===== src/rtl/btn_reset_pkg.sv =====
// Shared types and cycle-count helpers for the button reset controller.
// Long-press support is enabled with BTN_RESET_CTRL_LONG_PRESS_EN.
package btn_reset_pkg;

   typedef enum logic [1:0] {
      IDLE = 2'd0,
      HOLD = 2'd1,
      LONG = 2'd2
   } state_t;

   function automatic int db_cycles(input int hz, input int us);
      return hz / 1000000 * us;
   endfunction

   function automatic int long_cycles(input int hz, input int ms);
      return hz / 1000 * ms;
   endfunction

endpackage


===== src/rtl/btn_debounce.sv =====
// Two-flop synchronizer plus counting debouncer for an active-low button.
// btn_level toggles after sync_p disagrees with it for DB_CYCLES cycles.
module btn_debounce #(
   parameter int DB_CYCLES = 10
) (
   input  logic clk,
   input  logic rst_n,
   input  logic btn_n,
   output logic btn_level
);

   localparam int CW = $clog2(DB_CYCLES + 1);
   localparam logic [CW-1:0] CMAX = CW'(DB_CYCLES - 1);

   logic          s1;
   logic          sync_p;
   logic [CW-1:0] cnt;

   always_ff @(posedge clk or negedge rst_n) begin
      if (!rst_n) begin
         s1        <= 1'b0;
         sync_p    <= 1'b0;
         cnt       <= '0;
         btn_level <= 1'b0;
      end else begin
         s1     <= ~btn_n;
         sync_p <= s1;
         if (sync_p == btn_level) begin
            cnt <= '0;
         end else if (cnt == CMAX) begin
            btn_level <= ~btn_level;
            cnt       <= '0;
         end else begin
            cnt <= cnt + 1'b1;
         end
      end
   end

endmodule


===== src/rtl/btn_reset_ctrl.sv =====
// Button press classifier: short presses counted, long press requests reset.
// Long-press path present only with BTN_RESET_CTRL_LONG_PRESS_EN defined.
module btn_reset_ctrl
   import btn_reset_pkg::*;
#(
   parameter int CLOCK_HZ    = 48000000,
   parameter int DEBOUNCE_US = 10000,
   parameter int LONG_MS     = 2000
) (
   input  logic       clk,
   input  logic       rst_n,
   input  logic       btn_n,
   output logic       btn_level,
   output logic       short_press,
   output logic       reset_req,
   output logic [7:0] press_count
);

   localparam int DB_CYCLES = db_cycles(CLOCK_HZ, DEBOUNCE_US);

   state_t state;
   state_t state_nxt;

   btn_debounce #(
      .DB_CYCLES(DB_CYCLES)
   ) u_debounce (
      .clk      (clk),
      .rst_n    (rst_n),
      .btn_n    (btn_n),
      .btn_level(btn_level)
   );

   always_ff @(posedge clk or negedge rst_n) begin
      if (!rst_n) state <= IDLE;
      else        state <= state_nxt;
   end

`ifdef BTN_RESET_CTRL_LONG_PRESS_EN

   localparam int LONG_CYCLES = long_cycles(CLOCK_HZ, LONG_MS);
   localparam int HW = $clog2(LONG_CYCLES);
   localparam logic [HW-1:0] HMAX = HW'(LONG_CYCLES - 1);

   logic [HW-1:0] hcnt;
   logic          at_long;

   assign at_long = (hcnt == HMAX);

   // Counter sits at zero while idle and freezes once the threshold is hit.
   always_ff @(posedge clk or negedge rst_n) begin
      if (!rst_n) begin
         hcnt <= '0;
      end else if (state == IDLE) begin
         hcnt <= '0;
      end else if (state == HOLD && !at_long) begin
         hcnt <= hcnt + 1'b1;
      end
   end

   always_comb begin
      state_nxt = state;
      unique case (state)
         IDLE: if (btn_level) state_nxt = HOLD;
         HOLD: begin
            if (at_long)        state_nxt = btn_level ? LONG : IDLE;
            else if (!btn_level) state_nxt = IDLE;
         end
         LONG: if (!btn_level) state_nxt = IDLE;
         default: state_nxt = IDLE;
      endcase
   end

   // Threshold wins over a simultaneous release.
   always_comb begin
      short_press = 1'b0;
      reset_req   = 1'b0;
      if (state == HOLD) begin
         reset_req   = at_long;
         short_press = !at_long && !btn_level;
      end
   end

`else

   always_comb begin
      state_nxt = state;
      unique case (state)
         IDLE: if (btn_level) state_nxt = HOLD;
         HOLD: if (!btn_level) state_nxt = IDLE;
         default: state_nxt = IDLE;
      endcase
   end

   always_comb begin
      short_press = (state == HOLD) && !btn_level;
      reset_req   = 1'b0;
   end

`endif

   always_ff @(posedge clk or negedge rst_n) begin
      if (!rst_n)           press_count <= 8'd0;
      else if (short_press) press_count <= press_count + 8'd1;
   end

endmodule


===== config.mk =====
export PLATFORM = sky130hd
export DESIGN_NAME = btn_reset_ctrl
export DESIGN_NICKNAME = d
export VERILOG_FILES = /design/src/rtl/btn_reset_pkg.sv /design/src/rtl/btn_debounce.sv /design/src/rtl/btn_reset_ctrl.sv
export SDC_FILE = /design/constraint.sdc
export NUM_CORES = 1
export LEC_CHECK = 0
export BUFFER_PORTS_ARGS = -buffer_cell sky130_fd_sc_hd__buf_4
export CORE_MARGIN = 1.5
export CORE_UTILIZATION = 57
export DETAILED_ROUTE_END_ITERATION = 8
export PLACE_DENSITY = 0.77
export SYNTH_ARGS = -nofsm -noshare
export SYNTH_HDL_FRONTEND = slang
export SYNTH_SLANG_ARGS = --single-unit

===== constraint.sdc =====
create_clock -name clk -period 2.04 [get_ports clk]
set_clock_uncertainty 0.1 [all_clocks]
set_input_delay 0.102 -clock clk [delete_from_list [all_inputs] [get_ports clk]]
set_output_delay 0.102 -clock clk [all_outputs]
set_load 0.02 [all_outputs]

; ---- Word level (Yosys, flattened, before mapping)
; Cells that the tools add are included.
[word_totals]
register_bits = 32
inputBits = 3
out_inout_bits = 11
[classes]
addsub = 2
n_eq_ne = 5
mux = 5
n_bitwise = 3
n_reduce_logical = 5
[ops]
columns = op, count
row1 = 19-bit 2-to-1 mux, 2
row2 = "19-bit by 1-bit adder with 19-bit output, second input constant", 1
row3 = "19-bit == test, second input constant", 1
row4 = "8-bit by 1-bit adder with 8-bit output, second input constant", 1
row5 = 2-bit 2-to-1 mux, 2
row6 = 2-bit case mux with 2 select lines, 1
row7 = 2-bit AND reduction, 2
row8 = 1-bit inverter, 3
row9 = "2-bit by 1-bit == test with 1-bit output, second input constant", 1
row10 = 2-bit logical NOT, 1
row11 = "2-bit by 1-bit != test with 1-bit output, second input constant", 1
row12 = "2-bit != test, second input constant", 1
row13 = 1-bit == test, 1
row14 = 1-bit logical AND, 1
row15 = 1-bit logical NOT, 1

; ---- Longest topological paths before layout
; Gate-level depths: netlist of run 1.
[logic_depth]
depth_word = 3
depth_mapped = 7

; ---- Hierarchy
; A second synthesis of run 1 with hierarchy kept.
[hier_totals]
hier_cells = 137
hier_area_um2 = 1470.2
[modules_own_cells]
columns = module, instances, cells_each, area_each_um2
row1 = btn_debounce, 1, 105, 1072.3
row2 = btn_reset_ctrl, 1, 32, 397.9

; ---- Worst setup path before layout of run 1
; No wires, ideal clock.
[synth_path]
path_kind = register to register
startpoint = reg u_debounce.btn_level
endpoint = reg press_count[7]
setup_time_ns = 0.128
t_arrival_ns = 1.544
setup_slack_ns = 0.267
stages_incl_launch_ff = 7
path_buffers = 0
synth_period_minus_slack_ns = 1.773
path_cell_list = dfrtp_1 -> inv_1 -> ha_1 -> and3_1 -> and3_1 -> nand4_1 -> xnor2_1
[synth_between]
elab_chain_cells = 2
[synth_rtl]
columns = item, line_no
row1 = start: declaration, btn_debounce.sv:9  ; output logic btn_level
row2 = start signal: assignment, btn_debounce.sv:31  ; btn_level <= ~btn_level;
row3 = 1-bit logical NOT, btn_reset_ctrl.sv:95  ; short_press = (state == HOLD) && !btn_level;
row4 = 1-bit logical AND, btn_reset_ctrl.sv:95
row5 = via short_press, btn_reset_ctrl.sv:14  ; output logic short_press,
row6 = end signal: assignment, btn_reset_ctrl.sv:103  ; else if (short_press) press_count <= press_count + 8'd1;
row7 = end: declaration, btn_reset_ctrl.sv:16  ; output logic [7:0] press_count
; The timed path passes the listed nets, and every way through them passes these cells.
; A chain may end at the register's enable or synchronous reset.

; ---- Worst setup path in the final report of run 1
[layout_path]
startpoint = reg u_debounce.cnt[0]
endpoint = reg u_debounce.cnt[18]
[layout_between]
elab_chain_cells = 3
word_cells_on_any_way = 4
classes_between = add/sub: 1 / eq/ne: 1 / mux: 2
[layout_rtl]
columns = item, line_no
row1 = start: declaration, btn_debounce.sv:17  ; logic [CW-1:0] cnt;
row2 = start signal: assignment, btn_debounce.sv:34  ; cnt <= cnt + 1'b1;
row3 = 19-bit by 1-bit adder with 19-bit output or 19-bit == test (tied branches), "btn_debounce.sv:34, btn_debounce.sv:30"
row4 = 19-bit 2-to-1 mux *, btn_debounce.sv:30  ; end else if (cnt == CMAX) begin
row5 = 19-bit 2-to-1 mux *, btn_debounce.sv:28  ; if (sync_p == btn_level) begin
; Every way passes the cells marked *; elsewhere a longest branch is shown, timed or not.

==> metrics.cfg, run 1 <==
[drt]
final_antenna_net_count=0
avgRoutedWirePerCell_um=13.0
vias=985
top_layer_used=met4
routed_wl_um=2370
met3_length_um=122
vias_per_cell=5.41
wl_met1_um=1150
drc=0
dr.pass1.iters=4
drt-initial-drc-count=19
wl_met2_um=1070

[timing]
max_freq_mhz=542
fin_setup_tns_ns=0
finalWorstSetupSlack_ns=0.194
relSlewSlack_pct=65.0
hold_viol_final=0
slew_viol_final=0
fin_crit_ns=1.85
worstMarginPinSlew_ns=0.521
setup_viol=0
finalCritPeriodShare_pct=90.5
rsz0062_at_grt=false

[synthesis]
synthesis.nets=140
synth_cells=134
avgSynthCellArea_um2=10.7
yosysWarningCount=0
ys_seq_elements=31
ys_seq_area_share_pct=54.1
synth_top_cell_area_share_pct=54.1
synth_area_leader_cell=dfrtp_1
synth_cell_type_count=24
synth_area_leaders=dfrtp_1 (54%), xnor2_1 (12%), nor2_1 (4.7%)
syn-cell-area_mm2=0.00144

[final_layout]
syn_to_final_growth_pct=13.1
stdcell_area_mm2=0.00162
fin_cells=182
drive_above_1_share_pct=17.5
final_cell_mix=dfrtp_1 (31), xnor2_1 (19), nor2_1 (18), buf_4 (13), nand4_1 (8)
final_common_cell=dfrtp_1
diodes=0
nFillCells=175
layout.nets=159

[floorplanning]
core.rowCount=17
initial_core_util_pct=62.5
die_x_um=53.2
ios=14
die_h_um=53.2
coreArea_mm2=0.00230
dieArea_mm2=0.00283

[min_path]
min_path_type=in -> async

[pwr]
p_leak_uw=0.000734
p_per_area_mw_per_mm2=614
total_power_uw=996
ir_drop_v=0.000623

[clock_network]
htreeDepth=2
cts_buffers=5
tritoncts=built
clk_latency_ns=0.33
clk_pin_slew_worst_paths_ns=0.10
clockBufferDepth=2
cts-root-buf=clkbuf_4
clock_sinks=31
cts_repair_resize_count=0
cts_setup_buffers=0
cts_hold_buf=2

[worst_setup_path]
cp-start-kind=flip-flop
path_class=reg -> reg
cp_cell_sequence=ha_1 -> nand3_1 -> nor4_1 -> nand4_1 -> a21oi_1
max_stage_delay_ns=0.53
critPathArrivalTime_ns=2.00
timing.critical_path.buf_inv=0
required_ns=2.19
end_kind=flip-flop
path_max_fanout=5
cpLargestDelayFamily=simple AND/OR/NAND/NOR gates
cpMaxStageDelayCell=nor4_1

[grt]
grt_pass1_vias=933
grt_pass1_wl_um=4200
grt_use_total_pct=21.6
grt_max_degree=32
grt_overflow=0
antenna_found_initial=0

[placed_design]
io_buffers=12
place_area_mm2=0.00155
dp_hpwl_um=1670
gp_congestion=0.834
dp.cells=172
dp_slack_ns=0.221

[outcome]
status=finished clean

[flow_run]
drv_cap=0

==> where the power goes <==
part | switching [uW] | leakage (uW) | internal [uW] | total (uW)
combinational | 23.8 | 0.000273 | 11.2 | 35.1
clock | 206 | 0.0000347 | 128 | 334
sequential | 6.53 | 0.000426 | 621 | 627
total | 236 | 0.000734 | 760 | 996
==> cells by family after synthesis <==
kind of cell    share of synthesized area (%)
compound gates                           2.27
xor+xnor                                 14.6
fa+ha+maj                                2.62
buf+inv                                  3.05
flops                                    54.1
mux                                      1.57
other cells                             0.261
simple gates                             21.5
==> per-stage QoR <==
stage / utilization [%] / hold WS [ns]
2_1_floorplan: - / -0.294
3_3_place_gp: 67.5 / -0.0557
3_5_place_dp: 67.5 / -0.0506
4_1_cts: 70.6 / 0.128
5_1_grt: 70.6 / 0.149
6_report: 70.6 / 0.121
==> path summary, 6_finish.rpt <==
kind / from / end / slack, ns / depth (start not counted)
min reg2reg: u_debounce.s1$_DFF_PN0_ / u_debounce.sync_p$_DFF_PN0_ / 0.25 / 0
max in group asynchronous: rst_n / u_debounce.cnt[17]$_DFF_PN0_ / 1.44 / 2
min in group clk: u_debounce.s1$_DFF_PN0_ / u_debounce.sync_p$_DFF_PN0_ / 0.25 / 0
min: rst_n / u_debounce.cnt[6]$_DFF_PN0_ / 0.12 / 2
max: u_debounce.cnt[0]$_DFF_PN0_ / u_debounce.cnt[18]$_DFF_PN0_ / 0.19 / 5
max reg2reg: u_debounce.cnt[0]$_DFF_PN0_ / u_debounce.cnt[18]$_DFF_PN0_ / 0.19 / 5
==> layout make-up <==
class	instances	area (um^2)	area share, %
flip-flops and latches	31	776	47.8
multi-input cells	93	616	37.9
repair buffers	15	118	7.25
clock buffers	5	37.5	2.31
well taps	28	35.0	2.16
inverters	7	26.3	1.62
clock inverters	3	15.0	0.925
==> state kept, by name, indices dropped and copies added (netlist names) <==
name / cells
press_count: 8
state: 1
u_debounce.cnt: 19
u_debounce.s1: 1
u_debounce.btn_level: 1
u_debounce.sync_p: 1
==> Yosys cell counts <==
master    n
nand4_1   8
nor3_1    5
nand2_1   7
nor4b_1   1
a21oi_1   2
nand3_1   6
or3_1     2
a31o_2    2
and4_1    2
ha_1      3
nor2_1   18
o21ai_0   1
nor4_1    4
buf_4     1
conb_1    1
dfrtp_1  31
xor2_1    5
nand4_4   1
or2_2     1
mux2_2    2
and3_1    3
xnor2_1  19
buf_2     2
inv_1     7
==> layer usage <==
layer | up-vias | track usage, %
li1 | 492 | -
met1 | 465 | 28.9
met2 | 23 | 31.7
met3 | 5 | 8.47
met4 | 0 | 7.69
met5 | - | 0
No activity file was read; power rests on OpenSTA's default activity.
==> inputs of run 2 (changes only) <==
CTS_CLUSTER_DIAMETER = 80   (was not set)
REMOVE_ABC_BUFFERS = 1   (was not set)
==> run 2 against run 1 <==
Against the previous run:
- combinational power barely moved
- clock power rose by 48%
- sequential power barely moved
==> metrics.cfg, run 2 (synthesized netlist as in run 1, its figures left out) <==
[worst_setup_path]
timing.rr.start=u_debounce.cnt[0]$_DFF_PN0_
path_class=reg -> reg
critPathArrivalTime_ns=1.96  ; -0.04 ns
cp-endpoint=u_debounce.cnt[6]$_DFF_PN0_
end_kind=flip-flop
startpoint=u_debounce.cnt[0]$_DFF_PN0_
path_max_fanout=18  ; +13
reg2regPathDepth=5  ; unchanged
cp-start-kind=flip-flop
r2r_end=u_debounce.cnt[6]$_DFF_PN0_
r2r_slack_ns=0.19  ; about the same
required_ns=2.15  ; -0.04 ns

[drt]
drt-initial-drc-count=24  ; +5
avgRoutedWirePerCell_um=13.7  ; +4.9%
vias=1001  ; +1.6%
routed_wl_um=2490  ; +4.9%
vias_per_cell=5.50  ; +1.6%
drc=0  ; unchanged
dr.pass1.iters=4  ; unchanged
final_antenna_net_count=0  ; unchanged

[timing]
hold_viol_final=0  ; unchanged
finalCritPeriodShare_pct=90.7  ; +0.24 points
rsz0062_at_grt=false
slew_viol_final=0  ; unchanged
max_freq_mhz=540  ; -0.27%
setup_viol=0  ; unchanged
fin_setup_tns_ns=0  ; unchanged
fin_crit_ns=1.85  ; +0.00495 ns
finalWorstSetupSlack_ns=0.189  ; -0.00495 ns

[grt]
grt_pass1_vias=933  ; unchanged
antenna_found_initial=0  ; unchanged
grt_overflow=0  ; unchanged
grt_max_degree=32  ; unchanged
grt_pass1_wl_um=4150  ; -1.2%
grt_use_total_pct=21.6  ; about the same

[final_layout]
regMostFlops=u_debounce.cnt
fin_cells=182  ; unchanged
largest_registers=u_debounce.cnt (19), press_count (8)
syn_to_final_growth_pct=15.9
diodes=0  ; unchanged
largest_reg_flops=19  ; unchanged
layout.nets=159  ; unchanged
drive_above_1_share_pct=18.2  ; +0.65 points
final_common_cell=dfrtp_1
final_cell_mix=dfrtp_1 (31), xnor2_1 (19), nor2_1 (18), buf_4 (13), nand4_1 (8)

[clock_network]
clk_latency_ns=0.33  ; about the same
tritoncts=built
clk_pin_slew_worst_paths_ns=0.10  ; about the same
clock_sinks=31  ; unchanged
htreeDepth=2  ; unchanged
cts-root-buf=clkbuf_4
clockBufferDepth=2  ; unchanged
cts_buffers=5  ; unchanged
cts_setup_buffers=0  ; unchanged

[placed_design]
gp_congestion=0.881  ; +5.6%
dp_slack_ns=0.190  ; -0.0302 ns
dp_hpwl_um=1710  ; +2.2%
dp.cells=172  ; unchanged
io_buffers=12  ; unchanged

[floorplanning]
core.rowCount=17  ; unchanged
initial_core_util_pct=62.5  ; unchanged
ios=14  ; unchanged
die_h_um=53.2  ; unchanged
die_x_um=53.2  ; unchanged
coreArea_mm2=0.00230  ; unchanged
dieArea_mm2=0.00283  ; unchanged

[pwr]
p_per_area_mw_per_mm2=696  ; +13%
p_leak_uw=0.000747  ; +1.8%
ir_drop_v=0.000783  ; +26%
total_power_uw=1160  ; +16%

[min_path]
min_path_type=in -> async

[flow_run]
drv_cap=0  ; unchanged

[outcome]
status=finished clean

==> run 2: cell count changes in the layout (fill, tap and decap cells not counted) <==
cell       delta
bufinv_16     +1
clkbuf_8      +1
clkinv_2      -2
nor4_1        -1
nor4_2        +1
==> run 2: per-layer routing <==
| layer | vias up | wire length [um] | global-route usage [%] |
|---|---|---|---|
| li1 | 494 | - | - |
| met1 | 483 | 1170 | 27.6 |
| met2 | 18 | 1180 | 31.9 |
| met3 | 6 | 88 | 6.78 |
| met4 | 0 | 50 | 12.8 |
| met5 | - | 0 | 0 |
==> run 2: repair_timing <==
| action | in CTS | in global routing |
|---|---|---|
| hold endpoints to repair | 32 | 0 |
| gates resized for setup | 0 | 1 |
| hold buffers | 2 | 0 |
| setup endpoints to repair | 0 | 1 |
==> run 2: power breakdown <==
part	switching (uW)	total [uW]	leakage (uW)	internal (uW)
combinational	24.2	35.4	0.000273	11.2
sequential	6.72	627	0.000426	621
clock	205	495	0.0000482	289
total	236	1160	0.000747	921
==> run 2: critical path, stage by stage (launching register included) <==
cell	delay (ns)
dfrtp_1	0.42
ha_1	0.24
nand3_1	0.19
nor2_1	0.25
a31o_2	0.43
nor2_1	0.10
==> run 2: how the worst min path moves through the flow <==
stage                                       end  slack (ns)  cells past startpoint
floorplan            press_count[0]$_DFFE_PN0P_       -0.29                      0
global placement    u_debounce.cnt[9]$_DFF_PN0_       -0.06                      1
detailed placement  u_debounce.cnt[9]$_DFF_PN0_       -0.05                      1
CTS                  press_count[7]$_DFFE_PN0P_        0.12                      2
global route        u_debounce.cnt[9]$_DFF_PN0_        0.15                      2
finish              u_debounce.cnt[4]$_DFF_PN0_        0.12                      2
==> run 2: per-stage QoR <==
stage,area (um^2),hold slack [ns],utilization [%]
final,1660,0.123,72.4
after global routing,1660,0.152,72.4
after CTS,1660,0.121,72.1
after detailed placement,1550,-0.0509,67.5
after global placement,1550,-0.0557,67.5
after floorplan,1420,-0.294,-
==> run 2: area by class of cell <==
type                       count  area [um^2]
timing repair buffer          15          118
tap                           28         35.0
fill                         176          634
inverter                       7         26.3
clock buffer                   6         51.3
clock inverter                 2         35.0
multi-input combinational     93          622
sequential                    31          776
==> inputs of run 3 (changes only) <==
CELL_PAD_IN_SITES_DETAIL_PLACEMENT = 1   (was not set)
CELL_PAD_IN_SITES_GLOBAL_PLACEMENT = 1   (was not set)
CORE_UTILIZATION = 45   (was 57)
PLACE_DENSITY = not set   (was 0.77)
PLACE_DENSITY_LB_ADDON = 0.1   (was not set)
==> run 3 against run 2 <==
Against the previous run:
- final cell count grew 8.8%
- count of clock-buffer cells in the layout rose by 1
- via count up 2.2%
- largest cell class unchanged
==> metrics.cfg, run 3 (synthesized netlist as in run 1, its figures left out) <==
[outcome]
status=finished clean

[timing]
rsz0062_at_grt=false
slew_viol_final=0  ; unchanged
max_freq_mhz=559  ; +3.4%
hold_viol_final=0  ; unchanged
finalCritPeriodShare_pct=87.8  ; -3.0 points
fin_crit_ns=1.79  ; -0.0605 ns
fin_setup_tns_ns=0  ; unchanged
setup_viol=0  ; unchanged

[placed_design]
io_buffers=12  ; unchanged
place_area_mm2=0.00157  ; +1.3%
dp.cells=188  ; +9.3%
dp_hpwl_um=2070  ; +21%
gp_congestion=0.762  ; -14%

[final_layout]
fin_cells=198  ; +8.8%
largest_reg_flops=19  ; unchanged
stdcell_area_mm2=0.00168  ; +0.90%
drive_above_1_share_pct=18.2  ; unchanged
final_common_cell=dfrtp_1
diodes=0  ; unchanged
regMostFlops=u_debounce.cnt
syn_to_final_growth_pct=16.9
layout.nets=159  ; unchanged
largest_registers=u_debounce.cnt (19), press_count (8)
final_cell_mix=dfrtp_1 (31), xnor2_1 (19), nor2_1 (18), buf_4 (13), nand4_1 (8)
utilization_pct=55.0  ; -17 points

[drt]
routed_wl_um=2900  ; +16%
drc=0  ; unchanged
avgRoutedWirePerCell_um=14.6  ; +6.9%
vias=1023  ; +2.2%
final_antenna_net_count=0  ; unchanged
vias_per_cell=5.17  ; -6.1%
drt-initial-drc-count=17  ; -29%
dr.pass1.iters=4  ; unchanged

[worst_setup_path]
required_ns=2.16  ; about the same
path_class=reg -> reg
cp_common_cell=nand3_1
end_kind=flip-flop
max_stage_delay_ns=0.42  ; about the same
r2r_slack_ns=0.25  ; +0.06 ns
cpMaxStageDelayCell=dfrtp_1
cp-start-kind=flip-flop
cpLargestDelayFamily=simple AND/OR/NAND/NOR gates
critPathArrivalTime_ns=1.91  ; -0.05 ns
cp_cell_sequence=ha_1 -> nand3_1 -> nor2_1 -> nand3_1 -> mux2_2
reg2regPathDepth=5  ; unchanged
path_max_fanout=5  ; -13
timing.critical_path.buf_inv=0  ; unchanged
r2r_end=u_debounce.btn_level$_DFFE_PN0P_
timing.rr.start=u_debounce.cnt[0]$_DFF_PN0_

[floorplanning]
initial_core_util_pct=47.0  ; -15 points
ios=14  ; unchanged
die_h_um=59.5  ; +12%
die_x_um=59.5  ; +12%
core.rowCount=20  ; +3
dieArea_mm2=0.00354  ; +25%
coreArea_mm2=0.00305  ; +33%

[grt]
grt_pass1_vias=1094  ; +17%
grt_overflow=0  ; unchanged
grtUsageMet1_pct=22.8  ; -4.8 points
antenna_found_initial=0  ; unchanged
grtUsageMet2_pct=32.2  ; +0.31 points
grt_pass1_wl_um=4860  ; +17%
grt_use_total_pct=18.7  ; -2.9 points
grt_max_degree=32  ; unchanged
grt.busiest_layer=met2
met3_usage_pct=3.93  ; -2.8 points

[pwr]
p_per_area_mw_per_mm2=647  ; -7.1%
p_leak_uw=0.000740  ; -1.0%
ir_drop_v=0.000374  ; -52%

[flow_run]
drv_cap=0  ; unchanged

[clock_network]
clockBufferDepth=2  ; unchanged
htreeDepth=2  ; unchanged
clk_pin_slew_worst_paths_ns=0.11  ; about the same
cts-root-buf=clkbuf_4
cts_buffers=5  ; unchanged
clk_latency_ns=0.33  ; about the same
cts_setup_buffers=0  ; unchanged
clock_sinks=31  ; unchanged
tritoncts=built

[min_path]
min_path_type=in -> async

run 3: layout make-up:
class,count,area [um^2]
fill,355,1380
multi-input combinational,93,631
sequential,31,776
tap,44,55.1
timing repair buffer,15,118
clock inverter,1,7.51
inverter,7,26.3
clock buffer,7,65.1
run 3: per-stage QoR:
step	hold WS (ns)	worst slack, ns	total power, uW
2_1_floorplan	-0.294	0.267	653
3_3_place_gp	-0.0493	0.206	673
3_5_place_dp	-0.0434	0.124	674
4_1_cts	0.126	0.0969	1100
5_1_grt	0.150	0.0864	1130
6_report	0.135	0.250	1090
run 3: how the worst max path moves through the flow:
stage,start,endpoint,slack (ns),cells after the start
2_1_floorplan,u_debounce.btn_level$_DFFE_PN0P_,press_count[7]$_DFFE_PN0P_,0.27,6
3_3_place_gp,u_debounce.cnt[0]$_DFF_PN0_,u_debounce.cnt[18]$_DFF_PN0_,0.21,5
5_1_grt,u_debounce.cnt[0]$_DFF_PN0_,u_debounce.cnt[18]$_DFF_PN0_,0.09,5
4_1_cts,u_debounce.cnt[0]$_DFF_PN0_,u_debounce.cnt[18]$_DFF_PN0_,0.1,5
3_5_place_dp,u_debounce.cnt[0]$_DFF_PN0_,u_debounce.cnt[18]$_DFF_PN0_,0.12,5
6_report,u_debounce.cnt[0]$_DFF_PN0_,u_debounce.btn_level$_DFFE_PN0P_,0.25,5
run 3: repair_timing:
| action | in CTS | in global routing |
|---|---|---|
| resized for setup | 0 | 2 |
| setup endpoints to repair | 0 | 2 |
| hold buffers | 2 | 0 |
| endpoints found under the hold margin | 32 | 0 |
run 3: metal layers:
layer,part of all wire [%],wire length (um)
met5,0,0
met2,50,1460
met3,3.8,111
met1,45,1300
met4,0.93,27
run 3: where the power goes:
part	switching [uW]	total, uW	internal (uW)
Combinational	24.7	36.7	12.0
Clock	220	421	201
Sequential	6.67	628	621
